--- src/rtl/bus_transfer_sequencer_pkg.sv ---
// Shared definitions for the bus transfer sequencer.
//   state_e        - FSM state encoding (3-bit)
//   DefaultIdleKey - key value that no mux stage may decode
//   cnt_width()    - settle counter width, never below one bit
package bus_transfer_sequencer_pkg;

    typedef enum logic [2:0] {
        StIdle   = 3'd0,
        StDrive  = 3'd1,
        StSettle = 3'd2,
        StLoad   = 3'd3,
        StDone   = 3'd4
    } state_e;

    localparam int unsigned DefaultIdleKey = 0;

    function automatic int unsigned cnt_width(input int unsigned settle);
        int unsigned w;
        w = $clog2(settle + 1);
        return (w < 1) ? 1 : w;
    endfunction

endpackage

--- src/rtl/bus_transfer_sequencer_equals.sv ---
// Full-width unsigned equality comparator.
//   a_i, b_i : operands (BUS_SIZE bits)
//   equal_o  : high when a_i == b_i
module bus_transfer_sequencer_equals
    import bus_transfer_sequencer_pkg::*;
#(
    parameter int unsigned BUS_SIZE = 8
) (
    input  logic [BUS_SIZE-1:0] a_i,
    input  logic [BUS_SIZE-1:0] b_i,
    output logic                equal_o
);

    assign equal_o = (a_i == b_i);

endmodule

--- src/rtl/bus_transfer_sequencer.sv ---
// Upstream controller for the keyed mux chain on the internal data bus.
// Accepts one src/dst transfer request, keys the source mux onto the bus, waits
// SETTLE_CYCLES, strobes load_en/load_key for the destination, captures the word.
//   clk, rst             : clock, asynchronous active-high reset
//   req_valid/req_ready  : request handshake; req_src/req_dst codes
//   bus_key              : key to the mux chain; bus_data: last mux stage output
//   load_key/load_en     : destination strobe
//   done/err             : completion pulse, err marks an illegal (unexecuted) request
//   last_data            : word captured by the last successful transfer
module bus_transfer_sequencer
    import bus_transfer_sequencer_pkg::*;
#(
    parameter int unsigned                DATA_BUS_SIZE = 16,
    parameter int unsigned                KEY_SIZE      = 8,
    parameter logic [KEY_SIZE-1:0]        IDLE_KEY      = KEY_SIZE'(DefaultIdleKey),
    parameter int unsigned                SETTLE_CYCLES = 1
) (
    input  logic                     clk,
    input  logic                     rst,
    input  logic                     req_valid,
    output logic                     req_ready,
    input  logic [KEY_SIZE-1:0]      req_src,
    input  logic [KEY_SIZE-1:0]      req_dst,
    output logic [KEY_SIZE-1:0]      bus_key,
    input  logic [DATA_BUS_SIZE-1:0] bus_data,
    output logic [KEY_SIZE-1:0]      load_key,
    output logic                     load_en,
    output logic                     done,
    output logic                     err,
    output logic [DATA_BUS_SIZE-1:0] last_data
);

    localparam int unsigned CntW = cnt_width(SETTLE_CYCLES);

    state_e                   state_q, state_d;
    logic [KEY_SIZE-1:0]      src_q, src_d;
    logic [KEY_SIZE-1:0]      dst_q, dst_d;
    logic [CntW-1:0]          cnt_q, cnt_d;
    logic [KEY_SIZE-1:0]      bus_key_q, bus_key_d;
    logic [KEY_SIZE-1:0]      load_key_q, load_key_d;
    logic                     load_en_q, load_en_d;
    logic                     done_q, done_d;
    logic                     err_q, err_d;
    logic [DATA_BUS_SIZE-1:0] last_data_q, last_data_d;

    logic src_is_idle;
    logic src_is_dst;
    logic illegal;

    bus_transfer_sequencer_equals #(
        .BUS_SIZE(KEY_SIZE)
    ) u_eq_idle (
        .a_i     (req_src),
        .b_i     (IDLE_KEY),
        .equal_o (src_is_idle)
    );

    bus_transfer_sequencer_equals #(
        .BUS_SIZE(KEY_SIZE)
    ) u_eq_dst (
        .a_i     (req_src),
        .b_i     (req_dst),
        .equal_o (src_is_dst)
    );

    assign illegal = src_is_idle | src_is_dst;

    // Output registers are loaded with the values belonging to the state being
    // entered, so every output except req_ready comes straight from a flop.
    always_comb begin
        state_d     = state_q;
        src_d       = src_q;
        dst_d       = dst_q;
        cnt_d       = cnt_q;
        bus_key_d   = IDLE_KEY;
        load_key_d  = IDLE_KEY;
        load_en_d   = 1'b0;
        done_d      = 1'b0;
        err_d       = 1'b0;
        last_data_d = last_data_q;

        unique case (state_q)
            StIdle: begin
                if (req_valid) begin
                    src_d = req_src;
                    dst_d = req_dst;
                    if (illegal) begin
                        state_d = StDone;
                        done_d  = 1'b1;
                        err_d   = 1'b1;
                    end else begin
                        state_d   = StDrive;
                        bus_key_d = req_src;
                    end
                end
            end
            StDrive: begin
                bus_key_d = src_q;
                if (SETTLE_CYCLES == 0) begin
                    state_d    = StLoad;
                    load_key_d = dst_q;
                    load_en_d  = 1'b1;
                end else begin
                    state_d = StSettle;
                    cnt_d   = CntW'(SETTLE_CYCLES - 1);
                end
            end
            StSettle: begin
                bus_key_d = src_q;
                if (cnt_q == '0) begin
                    state_d    = StLoad;
                    load_key_d = dst_q;
                    load_en_d  = 1'b1;
                end else begin
                    cnt_d = cnt_q - CntW'(1);
                end
            end
            StLoad: begin
                state_d     = StDone;
                done_d      = 1'b1;
                last_data_d = bus_data;
            end
            StDone: begin
                state_d = StIdle;
            end
            default: begin
                state_d = StIdle;
            end
        endcase
    end

    always_ff @(posedge clk or posedge rst) begin
        if (rst) begin
            state_q     <= StIdle;
            src_q       <= IDLE_KEY;
            dst_q       <= IDLE_KEY;
            cnt_q       <= '0;
            bus_key_q   <= IDLE_KEY;
            load_key_q  <= IDLE_KEY;
            load_en_q   <= 1'b0;
            done_q      <= 1'b0;
            err_q       <= 1'b0;
            last_data_q <= '0;
        end else begin
            state_q     <= state_d;
            src_q       <= src_d;
            dst_q       <= dst_d;
            cnt_q       <= cnt_d;
            bus_key_q   <= bus_key_d;
            load_key_q  <= load_key_d;
            load_en_q   <= load_en_d;
            done_q      <= done_d;
            err_q       <= err_d;
            last_data_q <= last_data_d;
        end
    end

    assign req_ready = (state_q == StIdle);
    assign bus_key   = bus_key_q;
    assign load_key  = load_key_q;
    assign load_en   = load_en_q;
    assign done      = done_q;
    assign err       = err_q;
    assign last_data = last_data_q;

endmodule
--- config.mk ---
export PLATFORM = sky130hd
export DESIGN_NAME = bus_transfer_sequencer
export DESIGN_NICKNAME = d
export VERILOG_FILES = /design/src/rtl/bus_transfer_sequencer_pkg.sv /design/src/rtl/bus_transfer_sequencer_equals.sv /design/src/rtl/bus_transfer_sequencer.sv
export SDC_FILE = /design/constraint.sdc
export NUM_CORES = 1
export LEC_CHECK = 0
export CAP_MARGIN = 5
export CORE_UTILIZATION = 45
export CTS_CLUSTER_SIZE = 25
export DETAILED_ROUTE_END_ITERATION = 12
export GPL_TIMING_DRIVEN = 0
export PLACE_DENSITY = 0.9
export SYNTH_ARGS = -nofsm -noshare
export SYNTH_HDL_FRONTEND = slang
export SYNTH_SLANG_ARGS = --single-unit
--- constraint.sdc ---
create_clock -name clk -period 1.9 [get_ports clk]
set_input_delay 0.19 -clock clk [delete_from_list [all_inputs] [get_ports clk]]
set_output_delay 0.19 -clock clk [all_outputs]
set_load 0.005 [all_outputs]
---- Word level (Yosys, flattened, before mapping) ----
Cells that the tools add are included.
operators by class
  $add $sub $neg .......................... 1
  equal/unequal tests ..................... 6
  multiplexer cells ....................... 17
  bitwise gates (word level) .............. 1
  reductions and logical operators ........ 6
operators by type and width
  operator                                       number
  two-way mux 8 bit                              4
  case mux 8 bit (2 select lines)                1
  case mux 3 bit (4 select lines)                1
  two-way mux 3 bit                              3
  == test 8 bit                                  1
  zero test 8 bit                                1
  == test 3 x 2 -> 1 bit, second input constant  2
  two-way mux 1 bit                              6
  inequality test 2 bit, second input constant   2
  case mux 1 bit (2 select lines)                2
  AND reduction 2 bit                            2
  == test 3 x 1 -> 1 bit, second input constant  1
  zero test 3 bit                                1
  nonzero test 2 bit                             1
  OR reduction 2 bit                             1
  bitwise OR 1 bit                               1
  subtractor 1 bit, second input constant        1
storage, ports and cells
  register bits after elaboration ......... 55
  bits of input ports ..................... 35
  output and inout port bits .............. 36

---- Longest topological paths before layout ----
  depth in word-level cells ............... 5
  gate-level depth with buffers ........... 6
  depth with buffers taken out ............ 4

---- Hierarchy ----
A second synthesis with hierarchy kept.
unflattened totals
  cell total of the unflattened synthesis .. 144
  area, all modules ....................... 2194.6 um2
by module, submodules not included
  module                         times used  cells each  area each (um2)
  bus_transfer_sequencer         1           122         2021.9
  bus_transfer_sequencer_equals  2           11          86.3

---- Worst setup path after synthesis ----
No wires, ideal clock.
  path kind ............................... register -> register
  start point ............................. register state_q[2]
  end point ............................... register last_data_q[0] (netlist: last_data[0])
  library setup time ...................... 0.125 ns
  arrival ................................. 1.240 ns
  data required time ...................... 1.775 ns
  slack ................................... 0.536 ns
  stages on the path, launching flop included .. 5
  path buffers ............................ 2
  clock period less this slack ............ 1.364 ns
  cell sequence ........................... dfrtp_1 nand3b_1 buf_2 buf_2 mux2_2
on the way
  cells in the longest elaborated chain, start to end .. 1
RTL lines
  item                    RTL line                       text
  from (decl)             bus_transfer_sequencer.sv:35   state_e state_q, state_d;
  from (signal assigned)  bus_transfer_sequencer.sv:134  state_q <= StIdle;
  from (signal assigned)  bus_transfer_sequencer.sv:145  state_q <= state_d;
  == test 3 x 2 -> 1 bit  bus_transfer_sequencer.sv:82   unique case (state_q)
  to (signal assigned)    bus_transfer_sequencer.sv:154  last_data_q <= last_data_d;
  to (decl)               bus_transfer_sequencer.sv:44   logic [DATA_BUS_SIZE-1:0] last_data_q, last_data_d;
Every way passes these cells.
A chain may end at the register's enable or synchronous reset.

---- Worst setup path after layout ----
  start point ............................. register state_q[1]
  end point ............................... output port req_ready
on the way
  cells in the longest elaborated chain, start to end .. 1
RTL lines
  item             RTL line                       text
  zero test 3 bit  bus_transfer_sequencer.sv:158  assign req_ready = (state_q == StIdle);
  to (decl)        bus_transfer_sequencer.sv:21   output logic req_ready,
Every way passes these cells.

==> impl_metrics.py <==
metrics = {
    "status": {
        "status": "finished, final reports clean",
    },
    "placed_design": {
        "postPlaceCellArea_mm2": 0.00287,
        "gp_congestion": 0.823,
        "hpwl_um": 3160,
        "port_buffers": 70,
    },
    "routing": {
        "route.detailed.wl_per_inst_um": 14.2,
        "routed_wl_um": 4260,
        "drt_iter0_drc": 97,
        "dr.pass1.iters": 4,
        "num_vias": 1547,
        "routed_via_density": 5.14,
        "drc": 0,
        "ant_nets": 0,
    },
    "synthesis": {
        "synthesis.area_mm2": 0.00208,
        "ys_top_cells_by_area": "dfrtp_1 65%, nand2_1 9.2%, mux2_2 8.7%",
        "synth_nets": 205,
        "yosys_warnings": 0,
        "ys_ff_latch": 54,
        "yosysTopAreaCell": "dfrtp_1",
        "postSynthAreaPerCell_um2": 12.2,
        "synth_cells": 170,
        "ys_types": 21,
        "seq_area_frac_synth": 0.649,
        "synth_top_area_frac": 0.649,
    },
    "pwr": {
        "p_sw_w": 0.00130,
        "cellInternalPower_w": 0.00313,
        "power_frac_seq": 0.422,
        "p_sw_frac": 0.293,
        "p_per_area_mw_per_mm2": 1490,
        "power.leakage_nw": 1.37,
        "peakVddDrop_mv": 0.736,
        "clock_power_share": 0.168,
        "p_comb_frac": 0.410,
    },
    "clock_tree": {
        "post_cts_resize_count": 0,
        "cts_tree": "built",
        "clockBufferDepth": 2,
        "cts_post_setup_buffers_inserted": 0,
        "cts.sinks": 54,
        "path_clk_slew_ps": 90,
        "htree_levels": 2,
        "root_buffer": "clkbuf_8",
        "clk_latency_ps": 300,
        "cts_buffers": 5,
        "cts-hold-fix-buffers": 0,
    },
    "critical_path": {
        "required_ps": 1710,
        "max_stage_delay_ps": 560,
        "reg2regPathDepth": 4,
        "worstReg2RegStart": "state_q[2]$_DFFE_PP0P_",
        "r2r_slack_ps": 370,
        "cp-end-kind": "output port",
        "cpMaxStageDelayCell": "clkdlybuf4s50_1",
        "critPathArrivalTime_ps": 1530,
        "path_cells": "nor3_2 > clkdlybuf4s50_1",
        "startpoint_type": "flip-flop",
        "path_class": "flip-flop to output port",
        "r2r-end": "last_data[4]$_DFFE_PP0P_",
        "critPathMaxFanout": 3,
    },
    "final_layout": {
        "antenna_cells": 0,
        "finalInstanceArea_mm2": 0.00298,
        "final_common_cell": "clkdlybuf4s50_1",
        "fin_nets": 283,
        "drive_gt1_frac": 0.141,
        "final_cell_mix": "70 x clkdlybuf4s50_1, 54 x dfrtp_1, 51 x nand2_1",
        "area_growth_pct": 43.1,
        "fillers": 321,
    },
    "timing": {
        "final_hold_viol_count": 0,
        "fin_crit_ps": 1720,
        "slew_violations": 0,
        "setup-violations-final": 0,
        "hold_slack_ps": 154,
        "period_share": 0.906,
        "worst_slew_pin_slew_ps": 498,
        "fin_skew_ps": 5.75,
        "setup_tns_ps": 0,
        "rsz0062_at_grt": "false",
        "clock.fmax_ghz": 0.581,
        "slew-limit-headroom": 0.666,
    },
    "die": {
        "dieArea_mm2": 0.00490,
        "die_h_um": 70,
        "die_w_um": 70,
        "row_count": 24,
        "initial_core_util": 0.471,
        "core_area_mm2": 0.00441,
        "io_pins": 71,
    },
    "worst_hold_path": {
        "hp-class": "input pin to async pin",
    },
    "global_routing": {
        "grt_pass1_wl_um": 7050,
        "grt_antenna_before_repair": 0,
        "grt_start_max_net_pins": 42,
        "overflow": 0,
        "grt_pass1_vias": 1537,
        "globalRouteTotalUtil": 0.184,
    },
    "flow_run": {
        "drv_cap": 0,
    },
}
==> how the worst max path moves through the flow <==
| stage | from | to | slack (ps) | depth (start not counted) |
|---|---|---|---|---|
| CTS | state_q[0]$_DFFE_PP0P_ | req_ready | 170 | 2 |
| finish | state_q[1]$_DFFE_PP0P_ | req_ready | 180 | 2 |
| detailed placement | req_src[2] | bus_key[5]$_DFF_PP0_ | -6 | 6 |
| floorplan | rst | bus_key[0]$_DFF_PP0_ | 400 | 1 |
| global placement | rst | src_q[0]$_DFFE_PP0P_ | -500 | 2 |
| global route | state_q[0]$_DFFE_PP0P_ | req_ready | 100 | 2 |
==> critical path: cells and delay by family, from the launching register on <==
kind / cells / cell delay, ps
and+or+nand+nor: 1 / 260
buffers and inverters: 1 / 560
DFF: 1 / 410
==> power groups by stage <==
stage	registers (W)	clock network (W)	logic, W
3_3_place_gp	0.00187	0	0.00177
5_1_grt	0.00192	0.000811	0.00198
3_5_place_dp	0.00189	0	0.00183
6_report	0.00187	0.000744	0.00181
2_1_floorplan	0.00189	0	0.000885
4_1_cts	0.00187	0.000759	0.00184
==> area by class of cell <==
type	count	area [um^2]	share of cell area
Sequential cell	54	1350	0.454
Timing Repair Buffer	71	721	0.242
Multi-Input combinational cell	107	681	0.229
Clock buffer	6	72.6	0.0244
Tap cell	52	65.1	0.0219
Buffer	8	45.0	0.0151
Clock inverter	2	37.5	0.0126
Inverter	1	3.75	0.00126
==> logic make-up after synthesis <==
group,after synthesis,share of synthesized area
XOR/XNOR,9,0.0379
AO/OA/AOI/OAI,12,0.0523
flip-flops,54,0.649
AND/OR/NAND/NOR,70,0.150
buffers and inverters,9,0.0234
multiplexers,16,0.0866
==> flip-flops by register name (all words and copies together) (netlist names) <==
register   count
last_data     16
bus_key        8
dst_q          8
load_key       8
src_q          8
state_q        3
done           1
err            1
load_en        1
==> stage by stage <==
stage / cells / setup WS [ps] / utilization / power (W)
global route: 301 / 104 / 0.674 / 0.00471
floorplan: 170 / 395 / - / 0.00278
global placement: 292 / -501 / 0.645 / 0.00364
detailed placement: 293 / -5.62 / 0.649 / 0.00372
CTS: 301 / 169 / 0.674 / 0.00447
finish: 301 / 179 / 0.674 / 0.00442
==> layer usage <==
layer / GRT usage / up-vias / routed length, um
met5: 0 / - / 0
met2: 0.317 / 47 / 2230
met3: 0.0404 / 5 / 185
li1: - / 729 / -
met1: 0.228 / 766 / 1780
met4: 0.0600 / 0 / 60
==> synthesized netlist by cell type <==
library cell / instances
mux2_2: 16
xor2_1: 8
nor2_2: 1
a41o_2: 1
nor4_1: 4
buf_6: 1
dfrtp_1: 54
nand3b_1: 1
clkbuf_1: 1
xnor2_1: 1
nor2_1: 1
inv_1: 1
buf_2: 5
nor3_2: 1
a32o_1: 8
and2_1: 3
clkbuf_2: 1
a31oi_1: 2
nand2_1: 51
and3_1: 8
a21oi_1: 1
Power figures use the tool's default switching activity.
